<file path="config.mk">
export PLATFORM = sky130hd
export DESIGN_NAME = module_secuenciador_spi
export DESIGN_NICKNAME = d
export VERILOG_FILES = /design/src/rtl/module_secuenciador_spi.sv
export SDC_FILE = /design/constraint.sdc
export NUM_CORES = 1
export LEC_CHECK = 0
export CORE_MARGIN = 2
export CORE_UTILIZATION = 37
export DETAILED_ROUTE_END_ITERATION = 10
export HOLD_SLACK_MARGIN = 0.05
export PLACE_DENSITY = 0.67
export SLEW_MARGIN = 0
export SYNTH_ARGS = -nofsm -noshare
export SYNTH_HDL_FRONTEND = slang
export SYNTH_SLANG_ARGS = --single-unit
</file>
<file path="constraint.sdc">
create_clock -name clk_i -period 4.85 [get_ports clk_i]
set_input_delay 1.455 -clock clk_i [delete_from_list [all_inputs] [get_ports clk_i]]
set_output_delay 1.455 -clock clk_i [all_outputs]
set_load 0.02 [all_outputs]
</file>
<file path="src/rtl/module_secuenciador_spi.sv">
// module_secuenciador_spi: sequences one SPI register-interface transfer per start/done handshake
// Loads up to MAX_BYTES TX bytes into the data register bank, writes the control word,
// polls the send bit until it clears, reads the RX bytes back and pulses done_o.
// Ports: clk_i/rst_i (sync active-high), start_i/len_i/tx_data_i request, busy_o/done_o/err_o/rx_data_o
// result, wr_o/reg_sel_o/addr_o/data_o register-write port, data_i register read data.
// Optional SPI_TIMEOUT_EN: abort polling after TIMEOUT_CYC cycles and flag err_o.
module module_secuenciador_spi #(
  parameter int MAX_BYTES = 8
`ifdef SPI_TIMEOUT_EN
  , parameter int TIMEOUT_CYC = 4096
`endif
) (
  input  logic                   clk_i,
  input  logic                   rst_i,
  input  logic                   start_i,
  input  logic [3:0]             len_i,
  input  logic [8*MAX_BYTES-1:0] tx_data_i,
  output logic                   busy_o,
  output logic                   done_o,
  output logic                   err_o,
  output logic [8*MAX_BYTES-1:0] rx_data_o,
  output logic                   wr_o,
  output logic                   reg_sel_o,
  output logic [3:0]             addr_o,
  output logic [31:0]            data_o,
  input  logic [31:0]            data_i
);
  localparam int W = 8*MAX_BYTES;
  localparam logic [3:0] LMAX = 4'(MAX_BYTES-1);
  typedef enum logic [2:0] {IDLE, WR_DATA, WR_CTRL, POLL, RD_DATA, DONE} state_t;
  state_t state;
  logic [3:0] len, len_sat;
  logic [4:0] k;
  logic [1:0] pc;
  logic [W-1:0] tx_q, rx_buf;
  logic tmo;
  logic unused_bits;
  assign unused_bits = ^data_i[31:8];
  assign len_sat = (len_i > LMAX) ? LMAX : len_i;
  function automatic logic [31:0] ctrl_word(input logic [3:0] n, input logic send);
    return {12'd0, n, 8'd0, n, 3'b001, send};
  endfunction
`ifdef SPI_TIMEOUT_EN
  localparam int TW = $clog2(TIMEOUT_CYC+1);
  logic [TW-1:0] tcnt;
  always_ff @(posedge clk_i)
    tcnt <= (rst_i || state != POLL) ? '0 : tcnt + 1'b1;
  assign tmo = (state == POLL) && (tcnt == TW'(TIMEOUT_CYC-1));
`else
  assign tmo = 1'b0;
`endif
  // err_o is only ever set by tmo, so it stays constant 0 when the timeout is compiled out
  always_ff @(posedge clk_i) begin
    if (rst_i) begin
      state <= IDLE;
      busy_o <= 1'b0;
      done_o <= 1'b0;
      err_o <= 1'b0;
      rx_data_o <= '0;
      wr_o <= 1'b0;
      reg_sel_o <= 1'b0;
      addr_o <= '0;
      data_o <= '0;
      len <= '0;
      k <= '0;
      pc <= '0;
      tx_q <= '0;
      rx_buf <= '0;
    end else begin
      wr_o <= 1'b0;
      done_o <= 1'b0;
      case (state)
        IDLE: if (start_i) begin
          state <= WR_DATA;
          busy_o <= 1'b1;
          err_o <= 1'b0;
          len <= len_sat;
          tx_q <= tx_data_i;
          rx_buf <= '0;
          k <= '0;
          wr_o <= 1'b1;
          reg_sel_o <= 1'b1;
          addr_o <= '0;
          data_o <= {24'h0, tx_data_i[7:0]};
        end
        WR_DATA: begin
          wr_o <= 1'b1;
          if (k[3:0] == len) begin
            state <= WR_CTRL;
            reg_sel_o <= 1'b0;
            data_o <= ctrl_word(len, 1'b1);
          end else begin
            k <= k + 5'd1;
            addr_o <= k[3:0] + 4'd1;
            data_o <= {24'h0, tx_q[{k[3:0] + 4'd1, 3'b000} +: 8]};
          end
        end
        WR_CTRL: begin
          pc <= '0;
          state <= err_o ? DONE : POLL;
          done_o <= err_o;
        end
        POLL: begin
          // the first two poll cycles give the interface time to register the send bit
          if (pc != 2'd2) pc <= pc + 2'd1;
          if (pc == 2'd2 && !data_i[0]) begin
            state <= RD_DATA;
            k <= '0;
            reg_sel_o <= 1'b1;
            addr_o <= '0;
          end else if (tmo) begin
            state <= WR_CTRL;
            wr_o <= 1'b1;
            data_o <= ctrl_word(len, 1'b0);
            err_o <= 1'b1;
          end
        end
        RD_DATA: begin
          if (k <= {1'b0, len}) rx_buf[{k[3:0], 3'b000} +: 8] <= data_i[7:0];
          if (k == {1'b0, len} + 5'd1) begin
            state <= DONE;
            done_o <= 1'b1;
            reg_sel_o <= 1'b0;
            rx_data_o <= rx_buf;
          end else begin
            k <= k + 5'd1;
            addr_o <= k[3:0] + 4'd1;
          end
        end
        DONE: begin
          state <= IDLE;
          busy_o <= 1'b0;
        end
        default: state <= IDLE;
      endcase
    end
  end
endmodule

</file>
==> flow_metrics.env, run 1 <==
export IMPL_rows=57
export IMPL_chipHeight_um=162
export IMPL_timing_hold_ws_ns=0.449
export IMPL_io_buffers=162
export IMPL_synth_edf_count=0
export IMPL_tritoncts_clock_tree="yes"
export IMPL_floorplan_die_width_um=162
export IMPL_synth_ff_latch_count=222
export IMPL_timing_critical_path_cells="clkdlybuf4s50_1"
export IMPL_status="complete, no violations"
export IMPL_clk_pin_slew_ns=0.06
export IMPL_synthDominantCellAreaShare_pct=48.3
export IMPL_layout_worst_path_cycle_share_pct=70.2
export IMPL_synthFlopType="sky130_fd_sc_hd__dfxtp_1"
export IMPL_rsz0062_at_grt="false"
export IMPL_post_synthesis_cell_area_mm2=0.00921
export IMPL_core_mm2=0.0244
export IMPL_startpoint_type="flop"
export IMPL_count_of_final_hold_check_violations=0
export IMPL_timing_hold_worst_class="flop to flop"
export IMPL_grt_first_pass_wirelength_um=37400
export IMPL_gr_usage_all_layers_pct=17.4
export IMPL_clock_sink_count=222
export IMPL_final_cell_area_mm2=0.0117
export IMPL_critical_path_slowest_cell="sky130_fd_sc_hd__clkdlybuf4s50_1"
export IMPL_worst_path_largest_cell_delay_ns=0.77
export IMPL_antenna_viol_nets_final=0
export IMPL_num_fill_cells=2370
export IMPL_cts_root_buffer_cell="sky130_fd_sc_hd__clkbuf_16"
export IMPL_leading_area_contributor_after_synthesis="sky130_fd_sc_hd__dfxtp_1"
export IMPL_critical_path_top_delay_family="buffers and inverters"
export IMPL_cp_required_ns=3.39
export IMPL_timing_setup_tns_ns=0
export IMPL_dieArea_mm2=0.0262
export IMPL_cts_max_path_buffers=3
export IMPL_antenna_found_initial=0
export IMPL_worst_ep_arrival_time_ns=1.95
export IMPL_total_power_w=0.00439
export IMPL_relSlewSlack_pct=29.0
export IMPL_cts_resized_gates=0
export IMPL_place_inst=1462
export IMPL_post_route_cells_drive_above_1_share_pct=7.80
export IMPL_async_flop_share_pct=0
export IMPL_ir_worst_vdd_uv=204
export IMPL_ioPinCount=208
export IMPL_worstSetupEndpointType="output pin"
export IMPL_gr_total_overflow=0
export IMPL_route_detailed_vias_per_inst=4.96
export IMPL_timing_max_transition_violations_final=0
export IMPL_synth_top_cells_by_area="sky130_fd_sc_hd__dfxtp_1 48%, sky130_fd_sc_hd__nand2_1 12%, sky130_fd_sc_hd__a21oi_1 7.8%, sky130_fd_sc_hd__a22o_1 4.7%, sky130_fd_sc_hd__mux4_2 3.9%"
export IMPL_hpwlAfterDp_um=15600
export IMPL_synthDistinctLibCells=66
export IMPL_cap_viol_max_count=0
export IMPL_grt_pass1_vias=7019
export IMPL_clock_tree_htree_level_count=1
export IMPL_max_slew_worst_pin_slew_ns=1.06
export IMPL_fin_nets=1277
export IMPL_synthesis_area_per_instance_um2=8.80
export IMPL_grt_start_max_net_pins=94
export IMPL_powerDensity_mw_per_mm2=377
export IMPL_crit_path_max_fanout=16
export IMPL_path_class="flop to output pin"
export IMPL_synth_yosys_seq_area_share_pct=48.3
export IMPL_cts_setup_buffers=0
export IMPL_routed_via_count=7453
export IMPL_dpl_cell_area_mm2=0.0109
export IMPL_report_final_setup_viol=0
export IMPL_fmax_ghz=0.294
export IMPL_finish_cell_count_without_fillers=1504
export IMPL_power_leakage_nw=4.20
export IMPL_fin_worst_skew_ns=0.00778
export IMPL_drc_errors=0
export IMPL_first_iter_violations=415
export IMPL_antenna_cells_inserted=0
export IMPL_crit_buf_inv=1
export IMPL_finalWirelength_um=23300
export IMPL_firstDrtPassIters=5
export IMPL_initial_core_util_pct=37.7
export IMPL_routabilityCongestion=0.868
export IMPL_synthesis_instances=1046
export IMPL_ctsHoldBuffers=0
export IMPL_detail_route_wl_per_cell_um=15.5
export IMPL_post_route_min_period_ns=3.40
export IMPL_area_growth_synth_to_final_pct=26.6
export IMPL_clkLatencyLatePin_ns=0.51
export IMPL_yosysWarningCount=0
export IMPL_cts_made_buffers=24
[flip-flops by register name, indices dropped and copies added (netlist names)]
signal,cells
busy_o,1
wr_o,1
addr_o,3
state,3
rx_data_o,64
k,2
pc,2
data_o,12
rx_buf,64
reg_sel_o,1
tx_q,64
done_o,1
len,4
[Yosys cell counts, types with 3 or more instances]
cell type                  instances
sky130_fd_sc_hd__dfxtp_1         222
sky130_fd_sc_hd__xor2_1            3
sky130_fd_sc_hd__nor2b_1           4
sky130_fd_sc_hd__ha_1             10
sky130_fd_sc_hd__nor3_1           19
sky130_fd_sc_hd__o21ai_0          10
sky130_fd_sc_hd__a21oi_1         144
sky130_fd_sc_hd__a22o_1           49
sky130_fd_sc_hd__nor2_1           38
sky130_fd_sc_hd__buf_2             7
sky130_fd_sc_hd__a32oi_1           4
sky130_fd_sc_hd__o21a_1            4
sky130_fd_sc_hd__xnor2_1           3
sky130_fd_sc_hd__mux4_2           16
sky130_fd_sc_hd__a21o_1            3
sky130_fd_sc_hd__inv_1             8
sky130_fd_sc_hd__nor3b_1           3
sky130_fd_sc_hd__a211oi_1          6
sky130_fd_sc_hd__buf_4            31
sky130_fd_sc_hd__o22a_1            5
sky130_fd_sc_hd__clkbuf_1         53
sky130_fd_sc_hd__mux2i_1          22
sky130_fd_sc_hd__buf_1             5
sky130_fd_sc_hd__buf_6             3
sky130_fd_sc_hd__nand2_1         291
sky130_fd_sc_hd__nand3_1          10
sky130_fd_sc_hd__nand2b_1         24
[through the flow]
| step | setup WS (ns) | util (%) |
|---|---|---|
| after CTS | 1.42 | 47.8 |
| after global placement | 1.08 | 44.6 |
| after floorplan | 1.90 | - |
| final | 1.45 | 47.8 |
| after detailed placement | 1.08 | 44.6 |
| after global routing | 1.26 | 47.8 |
[logic make-up (layout without fill, tap and decap cells)]
kind of cell	Yosys count	in the layout	synth area share [%]
xor+xnor	7	7	0.829
fa+ha+maj	10	10	1.36
buf+inv	107	221	5.97
simple gates	418	418	20.7
compound gates	241	241	16.3
mux	40	40	6.55
flops	222	222	48.3
other cells	1	21	0.0407
[cell type report]
class / instances / area [µm²] / share of cell area [%]
repair buffers: 171 / 1690 / 14.5
well taps: 324 / 405 / 3.48
flip-flops and latches: 222 / 4440 / 38.1
inverters: 8 / 30.0 / 0.258
clock inverters: 10 / 86.3 / 0.741
multi-input cells: 737 / 4300 / 36.9
clock buffers: 32 / 702 / 6.02
[routing by layer]
layer | vias up | track usage (%) | routed length (µm)
li1 | 3768 | - | -
met1 | 3427 | 23.9 | 10700
met2 | 231 | 28.3 | 10700
met3 | 27 | 3.63 | 1510
met4 | 0 | 3.54 | 380
met5 | - | 0 | 0
[path summary, 6_finish.rpt]
check	slack, ns	to	from	cells past startpoint
worst max-delay path	1.45	addr_o[3]	k[3]	1
worst min-delay path	0.45	rx_data_o[43]	rx_buf[43]	2
worst max register to register	1.57	rx_data_o[10]	state[2]	6
worst min register to register	0.45	rx_data_o[43]	rx_buf[43]	2
[cells in the final DEF, fill, tap and decap left out, drive strengths merged, types with 2 or more instances in the layout]
cell / Yosys / final
nand3: 10 / 10
a22o: 49 / 49
xnor2: 3 / 3
nor4: 4 / 4
a32oi: 4 / 4
mux2: 2 / 2
a31oi: 2 / 2
or4b: 3 / 3
nor2b: 4 / 4
ha: 10 / 10
a21oi: 144 / 144
a211oi: 6 / 6
buf: 46 / 10
mux2i: 22 / 22
xor2: 3 / 3
o21ai: 12 / 12
clkinvlp: 0 / 3
o22a: 5 / 5
nand2b: 24 / 24
nor2: 42 / 42
a21o: 3 / 3
or2: 3 / 3
dfxtp: 222 / 222
nor3b: 3 / 3
conb: 1 / 21
clkdlybuf4s50: 0 / 161
nor3: 21 / 21
nand2: 292 / 292
clkinv: 0 / 6
nor4b: 3 / 3
and3: 2 / 2
o21a: 4 / 4
inv: 8 / 8
clkbuf: 53 / 32
mux4: 16 / 16
o22ai: 2 / 2
[power by group]
part / total [W] / internal (W) / switching (W)
Sequential: 0.00195 / 0.00190 / 0.0000518
Clock: 0.00180 / 0.00107 / 0.000732
Combinational: 0.000641 / 0.000263 / 0.000378
Total: 0.00439 / 0.00323 / 0.00116
(Power assumes the default switching activity.)
==> run 2: changes to the inputs <==
==> constraint.sdc (replaced) <==
create_clock -name clk_i -period 3.3 [get_ports clk_i]
set_input_delay 0.99 -clock clk_i [delete_from_list [all_inputs] [get_ports clk_i]]
set_output_delay 0.99 -clock clk_i [all_outputs]
set_load 0.02 [all_outputs]
==> flow_metrics.env, run 2 (synthesis gave the netlist of run 1 again) <==
export IMPL_grt_pass1_vias=7184
export IMPL_chipHeight_um=162
export IMPL_first_iter_violations=448
export IMPL_timing_hold_ws_ns=0.449
export IMPL_tritoncts_clock_tree="yes"
export IMPL_finalWirelength_um=23300
export IMPL_detail_route_wl_per_cell_um=15.3
export IMPL_drc_errors=0
export IMPL_timing_max_transition_violations_final=0
export IMPL_antenna_found_initial=0
export IMPL_rrSetupSlack_ns=0.57
export IMPL_dpl_cell_area_mm2=0.0110
export IMPL_power_leakage_nw=4.33
export IMPL_cap_viol_max_count=0
export IMPL_initial_core_util_pct=37.7
export IMPL_routed_via_count=7529
export IMPL_grt_start_max_net_pins=88
export IMPL_finish_cell_count_without_fillers=1520
export IMPL_commonest_cells_after_routing_fill_and_taps_aside="291 x sky130_fd_sc_hd__nand2_1, 222 x sky130_fd_sc_hd__dfxtp_1, 161 x sky130_fd_sc_hd__clkdlybuf4s50_1"
export IMPL_firstDrtPassIters=5
export IMPL_crit_path_max_fanout=16
export IMPL_clk_pin_slew_ns=0.06
export IMPL_core_mm2=0.0244
export IMPL_rsz0062_at_grt="false"
export IMPL_fin_worst_skew_ns=0.0170
export IMPL_startpoint_type="flop"
export IMPL_place_inst=1476
export IMPL_cts_resized_gates=0
export IMPL_cts_root_buffer_cell="sky130_fd_sc_hd__clkbuf_16"
export IMPL_relSlewSlack_pct=34.6
export IMPL_area_growth_synth_to_final_pct=29.2
export IMPL_ctsHoldBuffers=0
export IMPL_rows=57
export IMPL_final_cell_area_mm2=0.0119
export IMPL_floorplan_die_width_um=162
export IMPL_antenna_cells_inserted=0
export IMPL_io_buffers=162
export IMPL_powerDensity_mw_per_mm2=564
export IMPL_worst_ep_arrival_time_ns=2.00
export IMPL_routabilityCongestion=0.855
export IMPL_route_detailed_vias_per_inst=4.95
export IMPL_report_final_setup_viol=0
export IMPL_hpwlAfterDp_um=15800
export IMPL_fmax_ghz=0.334
export IMPL_worstSetupEndpointType="output pin"
export IMPL_timing_critical_path_cells="clkdlybuf4s50_1"
export IMPL_post_route_cells_drive_above_1_share_pct=8.78
export IMPL_status="complete, no violations"
export IMPL_commonest_non_fill_non_tap_cell_in_the_layout="sky130_fd_sc_hd__nand2_1"
export IMPL_layout_core_utilization_pct=48.8
export IMPL_clkLatencyLatePin_ns=0.52
export IMPL_gr_total_overflow=0
export IMPL_max_slew_worst_pin_slew_ns=0.973
export IMPL_cts_max_path_buffers=3
export IMPL_fin_nets=1292
export IMPL_gr_usage_all_layers_pct=17.5
export IMPL_layout_worst_path_cycle_share_pct=90.7
export IMPL_clock_sink_count=222
export IMPL_dieArea_mm2=0.0262
export IMPL_cts_setup_buffers=0
export IMPL_critical_path_slowest_cell="sky130_fd_sc_hd__clkdlybuf4s50_1"
export IMPL_count_of_final_hold_check_violations=0
export IMPL_crit_buf_inv=1
export IMPL_top_regs="rx_buf: 64 flops, rx_data_o: 64 flops, tx_q: 64 flops"
export IMPL_cp_required_ns=2.31
export IMPL_post_route_min_period_ns=2.99
export IMPL_timing_setup_tns_ns=0
export IMPL_clock_tree_htree_level_count=1
export IMPL_ir_worst_vdd_uv=356
export IMPL_path_class="flop to output pin"
export IMPL_antenna_viol_nets_final=0
export IMPL_critical_path_top_delay_family="buffers and inverters"
export IMPL_worst_path_largest_cell_delay_ns=0.78
export IMPL_timing_hold_worst_class="flop to flop"
export IMPL_cts_made_buffers=25
export IMPL_ioPinCount=208
export IMPL_grt_first_pass_wirelength_um=37700
-- run 2: worst paths after layout --
kind / to / start / depth (start not counted)
hold reg to reg: tx_q[49] / tx_q[49] / 2
setup reg to reg: rx_buf[28] / k[3] / 7
setup / recovery: addr_o[3] / k[3] / 1
hold / removal: tx_q[49] / tx_q[49] / 2
-- run 2: report_power, final --
group	internal (W)	leakage, nW	switching (W)	total (W)
registers	0.00279	1.80	0.0000682	0.00286
clock network	0.00180	0.423	0.00108	0.00288
logic	0.000402	2.10	0.000570	0.000972
total	0.00500	4.33	0.00172	0.00671
-- run 2: through the flow --
stage | setup WS [ns] | power (W)
2_1_floorplan | 0.790 | 0.00357
3_3_place_gp | 0.195 | 0.00388
3_5_place_dp | 0.167 | 0.00389
4_1_cts | 0.319 | 0.00678
5_1_grt | 0.235 | 0.00701
6_report | 0.307 | 0.00671
-- run 2: layout make-up --
cell class                 instances  area (µm²)
clock inverter                     6         115
clock buffer                      38         754
multi-input combinational        737        4300
timing repair buffer             185        1840
sequential                       222        4440
tap                              324         405
inverter                           8        30.0
fill                            2353       12500
-- run 2: metal layers --
metal / vias up / wire [µm] / GRT usage, %
met5: - / 0 / 0
met4: 0 / 413 / 3.42
met3: 32 / 1440 / 3.45
met2: 195 / 10700 / 29.1
met1: 3501 / 10800 / 23.8
li1: 3801 / - / -
==> run 3: changes to the inputs <==
--- a/config.mk
+++ b/config.mk
@@ -8,8 +8,9 @@
 export CORE_MARGIN = 2
 export CORE_UTILIZATION = 37
 export DETAILED_ROUTE_END_ITERATION = 10
+export GPL_TIMING_DRIVEN = 0
 export HOLD_SLACK_MARGIN = 0.05
-export PLACE_DENSITY = 0.67
+export PLACE_DENSITY = 0.69
 export SLEW_MARGIN = 0
 export SYNTH_ARGS = -nofsm -noshare
 export SYNTH_HDL_FRONTEND = slang
==> constraint.sdc (replaced) <==
create_clock -name clk_i -period 2.48 [get_ports clk_i]
set_input_delay 0.744 -clock clk_i [delete_from_list [all_inputs] [get_ports clk_i]]
set_output_delay 0.744 -clock clk_i [all_outputs]
set_load 0.02 [all_outputs]
==> flow_metrics.env, run 3 (synthesis gave the netlist of run 1 again) <==
export IMPL_clk_pin_slew_ns=0.06
export IMPL_floorplan_die_width_um=162
export IMPL_grt_first_pass_wirelength_um=40700
export IMPL_status="complete, no violations"
export IMPL_gr_usage_all_layers_pct=19.2
export IMPL_layout_worst_path_cycle_share_pct=97.6
export IMPL_cts_made_buffers=23
export IMPL_fin_nets=1360
export IMPL_antenna_cells_inserted=0
export IMPL_cap_viol_max_count=0
export IMPL_core_mm2=0.0244
export IMPL_clock_tree_htree_level_count=1
export IMPL_globalRouteMet2Util_pct=31.5
export IMPL_antenna_viol_nets_final=0
export IMPL_rows=57
export IMPL_dieArea_mm2=0.0262
export IMPL_timing_setup_tns_ns=0
export IMPL_io_buffers=154
export IMPL_grt_use_met3_pct=3.42
export IMPL_top_regs="rx_buf: 64 flops, rx_data_o: 64 flops, tx_q: 64 flops"
export IMPL_antenna_found_initial=0
export IMPL_initial_core_util_pct=37.7
export IMPL_startpoint_type="flop"
export IMPL_clkLatencyLatePin_ns=0.51
export IMPL_chipHeight_um=162
export IMPL_min_from="rx_buf[12]"
export IMPL_hpwlAfterDp_um=18800
export IMPL_report_final_setup_viol=0
export IMPL_fmax_ghz=0.413
export IMPL_commonest_non_fill_non_tap_cell_in_the_layout="sky130_fd_sc_hd__nand2_1"
export IMPL_gr_total_overflow=0
export IMPL_path_class="flop to flop"
export IMPL_globalRouteMet1Util_pct=26.4
export IMPL_detail_route_wl_per_cell_um=16.2
export IMPL_fin_worst_skew_ns=0.0170
export IMPL_timing_hold_ws_ns=0.448
export IMPL_crit_path_start="addr_o[1]"
export IMPL_worst_ep_arrival_time_ns=2.80
export IMPL_area_growth_synth_to_final_pct=32.5
export IMPL_grt_busiest_layer="met2"
export IMPL_ir_worst_vdd_uv=333
export IMPL_count_of_final_hold_check_violations=0
export IMPL_route_detailed_vias_per_inst=5.06
export IMPL_routabilityCongestion=0.838
export IMPL_finish_cell_count_without_fillers=1585
export IMPL_post_route_cells_drive_above_1_share_pct=12.3
export IMPL_crit_path_max_fanout=11
export IMPL_routed_via_count=8015
export IMPL_relSlewSlack_pct=48.3
export IMPL_timing_hold_worst_class="flop to flop"
export IMPL_grt_start_max_net_pins=15
export IMPL_tritoncts_clock_tree="yes"
export IMPL_worstSetupEndpointType="flop"
export IMPL_commonest_cells_after_routing_fill_and_taps_aside="289 x sky130_fd_sc_hd__nand2_1, 214 x sky130_fd_sc_hd__dfxtp_1, 153 x sky130_fd_sc_hd__clkdlybuf4s50_1"
export IMPL_clock_sink_count=222
export IMPL_cts_root_buffer_cell="sky130_fd_sc_hd__clkbuf_16"
export IMPL_grt_pass1_vias=7615
export IMPL_crit_reg2reg_launch="addr_o[1]"
export IMPL_cts_max_path_buffers=3
export IMPL_power_leakage_nw=4.53
export IMPL_firstDrtPassIters=5
export IMPL_place_inst=1544
export IMPL_timing_max_transition_violations_final=0
export IMPL_powerDensity_mw_per_mm2=732
export IMPL_cp_required_ns=2.86
export IMPL_finalWirelength_um=25700
export IMPL_max_slew_worst_pin_slew_ns=0.771
export IMPL_drc_errors=0
export IMPL_post_route_min_period_ns=2.42
export IMPL_first_iter_violations=547
export IMPL_ioPinCount=208
run 3: cell types whose count changed in the layout (fill, tap and decap cells not counted), sizes merged:
cell           previous run  this run
dlymetal6s2s              0         1
clkdlybuf4s50           161       153
buf                      24        47
clkbuf                   38        85
bufinv                    3         5
run 3: area by class of cell:
type	count	area [µm²]
inverter	8	30.0
clock inverter	8	174
tap	324	405
buffer	97	556
multi-input combinational	737	4370
timing repair buffer	158	1570
sequential	222	4460
clock buffer	31	636
fill	2350	12200
run 3: what timing repair did:
action	in CTS	in global routing
setup buffers	3	1
resized for setup	31	34
endpoints found under the setup margin	215	196
hold buffers	0	0
pin swaps	4	2
run 3: worst paths after layout:
kind	to	slack, ns	cells after the start
min reg2reg	rx_data_o[12]	0.45	2
min	rx_data_o[12]	0.45	2
max reg2reg	rx_buf[37]	0.06	8
max	rx_buf[37]	0.06	8
run 3: metrics by stage:
stage               worst slack (ns)  util (%)  power [W]  instance area (µm²)
finish                        0.0590      50.0    0.00893                12200
global route                -0.00369      50.0    0.00929                12200
CTS                          0.00988      49.8    0.00898                12200
detailed placement             -1.26      46.1    0.00525                11200
global placement               -1.20      46.1    0.00523                11200
floorplan                     0.0150         -    0.00475                 9290
run 3: routing by layer:
layer | vias up | share of wire, %
li1 | 3942 | -
met1 | 3746 | 45
met3 | 37 | 7.2
met4 | 0 | 2.1
met2 | 290 | 46
met5 | - | 0
run 3: critical path: stages, from the launching register on:
cell,delay (ns)
sky130_fd_sc_hd__dfxtp_4,0.42
sky130_fd_sc_hd__inv_1,0.11
sky130_fd_sc_hd__ha_4,0.20
sky130_fd_sc_hd__or4b_2,0.64
sky130_fd_sc_hd__o211a_4,0.19
sky130_fd_sc_hd__or2_4,0.26
sky130_fd_sc_hd__o21ai_4,0.15
sky130_fd_sc_hd__nand2_4,0.10
sky130_fd_sc_hd__a22o_1,0.23
run 3: where the power goes:
part / leakage [nW] / switching [W] / internal, W
clock: 0.392 / 0.00139 / 0.00232
combinational: 2.33 / 0.000823 / 0.000588
sequential: 1.81 / 0.000100 / 0.00371
total: 4.53 / 0.00232 / 0.00662
==> variant 1: new RTL, settings of run 3 <==
Put one more register stage on the output `rx_data_o`. The value now appears one clock later. The other outputs are not delayed to match.
--- a/src/rtl/module_secuenciador_spi.sv
+++ b/src/rtl/module_secuenciador_spi.sv
@@ -28,6 +28,8 @@
   localparam int W = 8*MAX_BYTES;
   localparam logic [3:0] LMAX = 4'(MAX_BYTES-1);
   typedef enum logic [2:0] {IDLE, WR_DATA, WR_CTRL, POLL, RD_DATA, DONE} state_t;
+
+  logic [8*MAX_BYTES-1:0] rx_data_s0;
   state_t state;
   logic [3:0] len, len_sat;
   logic [4:0] k;
@@ -56,7 +58,7 @@
       busy_o <= 1'b0;
       done_o <= 1'b0;
       err_o <= 1'b0;
-      rx_data_o <= '0;
+      rx_data_s0 <= '0;
       wr_o <= 1'b0;
       reg_sel_o <= 1'b0;
       addr_o <= '0;
@@ -121,7 +123,7 @@
             state <= DONE;
             done_o <= 1'b1;
             reg_sel_o <= 1'b0;
-            rx_data_o <= rx_buf;
+            rx_data_s0 <= rx_buf;
           end else begin
             k <= k + 5'd1;
             addr_o <= k[3:0] + 4'd1;
@@ -135,5 +137,9 @@
       endcase
     end
   end
+  always_ff @(posedge clk_i) begin
+    rx_data_o <= rx_data_s0;
+  end
+
 endmodule
 
Behaviour: not the same (a bounded check fails within 10 cycles, from zero or initial values and one cycle with rst_i high).
==> variant 1 against run 3 <==
  * Core utilization increased by 0.89 points
  * Power increased by 26%
  * Via count increased by 0.74%
  * Area after synthesis increased by 12%
  * Worst setup slack got worse by 0.016 ns
  * Cell area increased by 13%
  * Sequential cell count increased by 64
  * Wire length increased by 6.4%
==> variant 1: results <==
metrics = {
    "global_routing": {
        "grt_pass1_wl_um": 41700,
        "grt_pass1_vias": 7580,
        "grtUsageTotal_pct": 18.3,
        "grtUsageMet3_pct": 2.87,
        "grt_util_met2_pct": 29.2,
        "grt_max_degree": 16,
        "antenna_found_initial": 0,
        "use_met1_pct": 25.5,
    },
    "placed_design": {
        "place_inst": 1551,
        "dpl.hpwl_um": 19400,
        "port_buffers": 161,
        "pre_cts_ws_ns": -0.845,
        "placed_cell_area_um2": 12400,
        "place_congestion": 0.856,
    },
    "finish": {
        "clock_cell_area_share_pct": 7.24,
        "non_clock_inverter_count": 10,
        "layout.nets": 1335,
        "num-multi-input-gates": 640,
        "multi_input_comb_area_um2": 4260,
        "seq_area_um2": 5730,
        "buffer_area_share_pct": 16.7,
        "nClkBuffers": 37,
        "fillers": 2432,
        "buffers": 255,
        "seq-cell-share_pct": 41.5,
        "drive_gt1_share_pct": 13.8,
    },
    "logic_synthesis": {
        "yosysWarnings": 0,
        "yosysSeqAreaShare_pct": 55.8,
        "yosysUniqueCellTypes": 60,
        "synth-async-reset-ratio_pct": 0,
        "synthTopCellsByArea": "dfxtp_1, mux2i_1, nand2_1",
        "ys_top_cells_by_count": "dfxtp_1, nand2_1, nor2_1",
        "avgSynthCellArea_um2": 10.3,
    },
    "clock_network": {
        "cts_sinks": 286,
        "clk_latency_ns": 0.56,
        "numCtsBuffers": 29,
        "cts_buffer_depth": 3,
        "postCtsHoldBufs": 0,
    },
    "route": {
        "post_drt_wl_per_cell_um": 16.9,
        "drt_iter0_markers": 672,
        "wl_met3_um": 2060,
        "dr.pass1.iters": 5,
        "wl_met2_um": 12200,
        "viasPerCell": 4.99,
        "drt-met1-wl_um": 12300,
        "dr.max_layer_used": "met4",
        "vias": 8074,
    },
    "run_status": {
        "outcome": "finished, final reports clean",
    },
    "sta": {
        "fin_skew_ns": 0.0123,
        "relSlewSlack_pct": 28.3,
    },
    "power_and_ir_drop": {
        "p_leak_nw": 5.13,
        "max-vdd-ir-drop_v": 0.000526,
    },
    "floorplanning": {
        "dieArea_um2": 29100,
    },
    "setup_path": {
        "crit_fanout": 5,
        "cp.arrival_ns": 1.69,
    },
}
## variant 1: cell types whose count changed after synthesis, sizes merged, moves of 7 or more
| cell | change |
|---|---|
| o2bb2ai | +24 |
| nor2 | +49 |
| a22o | -10 |
| nand2b | -21 |
| nand2 | -126 |
| o21ai | +7 |
| dfxtp | +64 |
| mux2i | +42 |
| nor3 | -8 |
| clkbuf | -16 |
| a21oi | -59 |
## variant 1: where the power goes
part	internal (W)	switching (W)	leakage [nW]
Clock	0.00263	0.00187	0.490
Sequential	0.00476	0.000122	2.32
Combinational	0.000813	0.00105	2.32
Total	0.00821	0.00305	5.13
## variant 1: cells by family (layout without fill, tap and decap cells)
logic type,Yosys count,after routing,share of synthesized area (%)
buffers and inverters,92,319,4.78
xor gates and xnor gates,7,7,0.597
AOI/OAI and AO/OA,205,205,13.8
muxes,88,88,10.6
and+or+nand+nor,309,309,13.2
other,1,21,0.0365
DFF,286,286,55.8
adders and majority gates,10,10,1.22
## variant 1: path summary, 6_finish.rpt
path                            cells past startpoint           end  slack [ns]           from
worst max-delay path                                2     addr_o[1]        0.04      addr_o[1]
worst min-delay path                                0  rx_data_o[2]        0.35  rx_data_s0[2]
worst max register to register                      9     data_o[5]        0.09      addr_o[0]
worst min register to register                      0  rx_data_o[2]        0.35  rx_data_s0[2]
## variant 1: repair_timing
item                                    CTS  global route
gates cloned                              0             1
gates resized for setup                  41            18
pin swaps                                 3             4
buffers inserted                          8             6
endpoints found under the setup margin  171           151
## variant 1: worst max-delay path, stage by stage, from the launching register on
cell             delay, ns
dfxtp_2               0.40
buf_4                 0.14
clkdlybuf4s50_1       0.60
==> variant 2: new RTL, flow settings as in run 3 <==
Without the edit above. Build with the macro `SPI_TIMEOUT_EN` defined.
--- a/src/rtl/module_secuenciador_spi.sv
+++ b/src/rtl/module_secuenciador_spi.sv
@@ -4,6 +4,8 @@
 // Ports: clk_i/rst_i (sync active-high), start_i/len_i/tx_data_i request, busy_o/done_o/err_o/rx_data_o
 // result, wr_o/reg_sel_o/addr_o/data_o register-write port, data_i register read data.
 // Optional SPI_TIMEOUT_EN: abort polling after TIMEOUT_CYC cycles and flag err_o.
+`define SPI_TIMEOUT_EN
+
 module module_secuenciador_spi #(
   parameter int MAX_BYTES = 8
 `ifdef SPI_TIMEOUT_EN
Function: same outputs for any inputs over 4 cycles, from zero or initial values and one cycle with rst_i high; that may be too few to reach the edited logic, so the function may still have changed.
==> variant 2 against run 3 <==
  * Power increased by 15%
  * Core utilization increased by 0.63 points
  * Sequential power increased by 8.7%
  * Critical path type is now flip-flop to primary output
  * Maximum frequency increased by 0.19%
  * Non-clock buffer count increased by 17
  * Area after synthesis increased by 6.6%
  * Highest routed layer unchanged
  * Via count increased by 9.4%
  * Largest power group is now the clock network
  * Sequential cell count increased by 14
  * Wire length increased by 14%
  * Worst setup slack improved by 0.0046 ns
  * Cell area increased by 8.2%
==> variant 2: results <==
metrics = {
    "sta": {
        "setup_ws_ns": 0.0636,
        "fin_skew_ns": 0.0267,
        "relSlewSlack_pct": 55.1,
        "holdWs_ns": 0.439,
    },
    "setup_path": {
        "cp.arrival_ns": 1.67,
        "endpoint": "addr_o[2]",
        "ff2ff_path_depth": 10,
        "crit_start": "addr_o[2]",
        "slowest_delay_ns": 0.59,
        "crit_family": "buffers and inverters",
        "rr_endpoint": "rx_data_o[25]",
        "crit_fanout": 4,
        "r2r-start": "addr_o[0]",
    },
    "logic_synthesis": {
        "ys_top_cells_by_count": "nand2_1, dfxtp_1, a21oi_1",
        "synth-compound-area-share_pct": 14.5,
        "synth-xor-area-share_pct": 1.76,
        "yosysUniqueCellTypes": 56,
        "syn_inst": 1141,
        "synthTopCellsByArea": "dfxtp_1, nand2_1, a21oi_1",
        "yosysSeqAreaShare_pct": 48.2,
        "synth_fa_ha_area_share_pct": 1.40,
        "synthMuxAreaShare_pct": 7.63,
        "synth-seq-cells": 236,
    },
    "finish": {
        "buffers": 272,
        "seq_area_um2": 4730,
        "fin_util_pct": 50.7,
        "non_clock_inverter_count": 10,
        "layout.nets": 1469,
        "drive_gt1_share_pct": 12.4,
        "clock_cell_area_share_pct": 7.17,
        "multi_input_comb_area_um2": 4720,
        "fillers": 2456,
        "num-multi-input-gates": 809,
        "buffer_area_share_pct": 17.7,
    },
    "power_and_ir_drop": {
        "p_leak_nw": 4.85,
        "max-vdd-ir-drop_v": 0.000489,
    },
    "route": {
        "viasPerCell": 5.14,
        "drt_iter0_markers": 635,
        "finalWirelength_um": 29200,
        "post_drt_wl_per_cell_um": 17.1,
    },
    "min_path": {
        "worstHoldStart": "tcnt[0]",
        "holdPathEnd": "tcnt[0]",
        "hold_depth": 1,
    },
    "global_routing": {
        "grt_pass1_vias": 8394,
        "grtUsageTotal_pct": 20.3,
        "grt_pass1_wl_um": 45600,
    },
    "placed_design": {
        "place_congestion": 0.902,
        "place_inst": 1658,
        "port_buffers": 163,
        "dpl.hpwl_um": 21400,
        "placed_cell_area_um2": 11900,
    },
    "clock_network": {
        "clk_latency_ns": 0.55,
        "cts_resized": 48,
        "numCtsBuffers": 26,
    },
    "run_status": {
        "outcome": "finished, final reports clean",
    },
}
variant 2: cell count changes after synthesis, moves of 6 or more:
cell       change
nand2_1       +28
o2bb2ai_1     +31
and2_1         +6
a21oi_1        +8
a22o_1        -49
nand2b_1       -6
nand3_1       +10
mux2i_1       +19
dfxtp_1       +14
xor2_1         +7
or3_1          +8
nand4_1       +10
variant 2: layer usage:
metal,global-route usage [%],wire [um],vias to the layer above,share of wire [%]
li1,-,-,4296,-
met1,27.6,13000,4078,44
met2,33.6,13500,344,46
met3,2.57,1790,53,6.1
met4,6.67,886,0,3.0
met5,0,0,-,0
variant 2: report_power, final:
| group | internal [W] | switching [W] | total [W] |
|---|---|---|---|
| logic | 0.000774 | 0.00114 | 0.00192 |
| registers | 0.00399 | 0.000147 | 0.00414 |
| clock network | 0.00264 | 0.00161 | 0.00425 |
| total | 0.00740 | 0.00290 | 0.0103 |
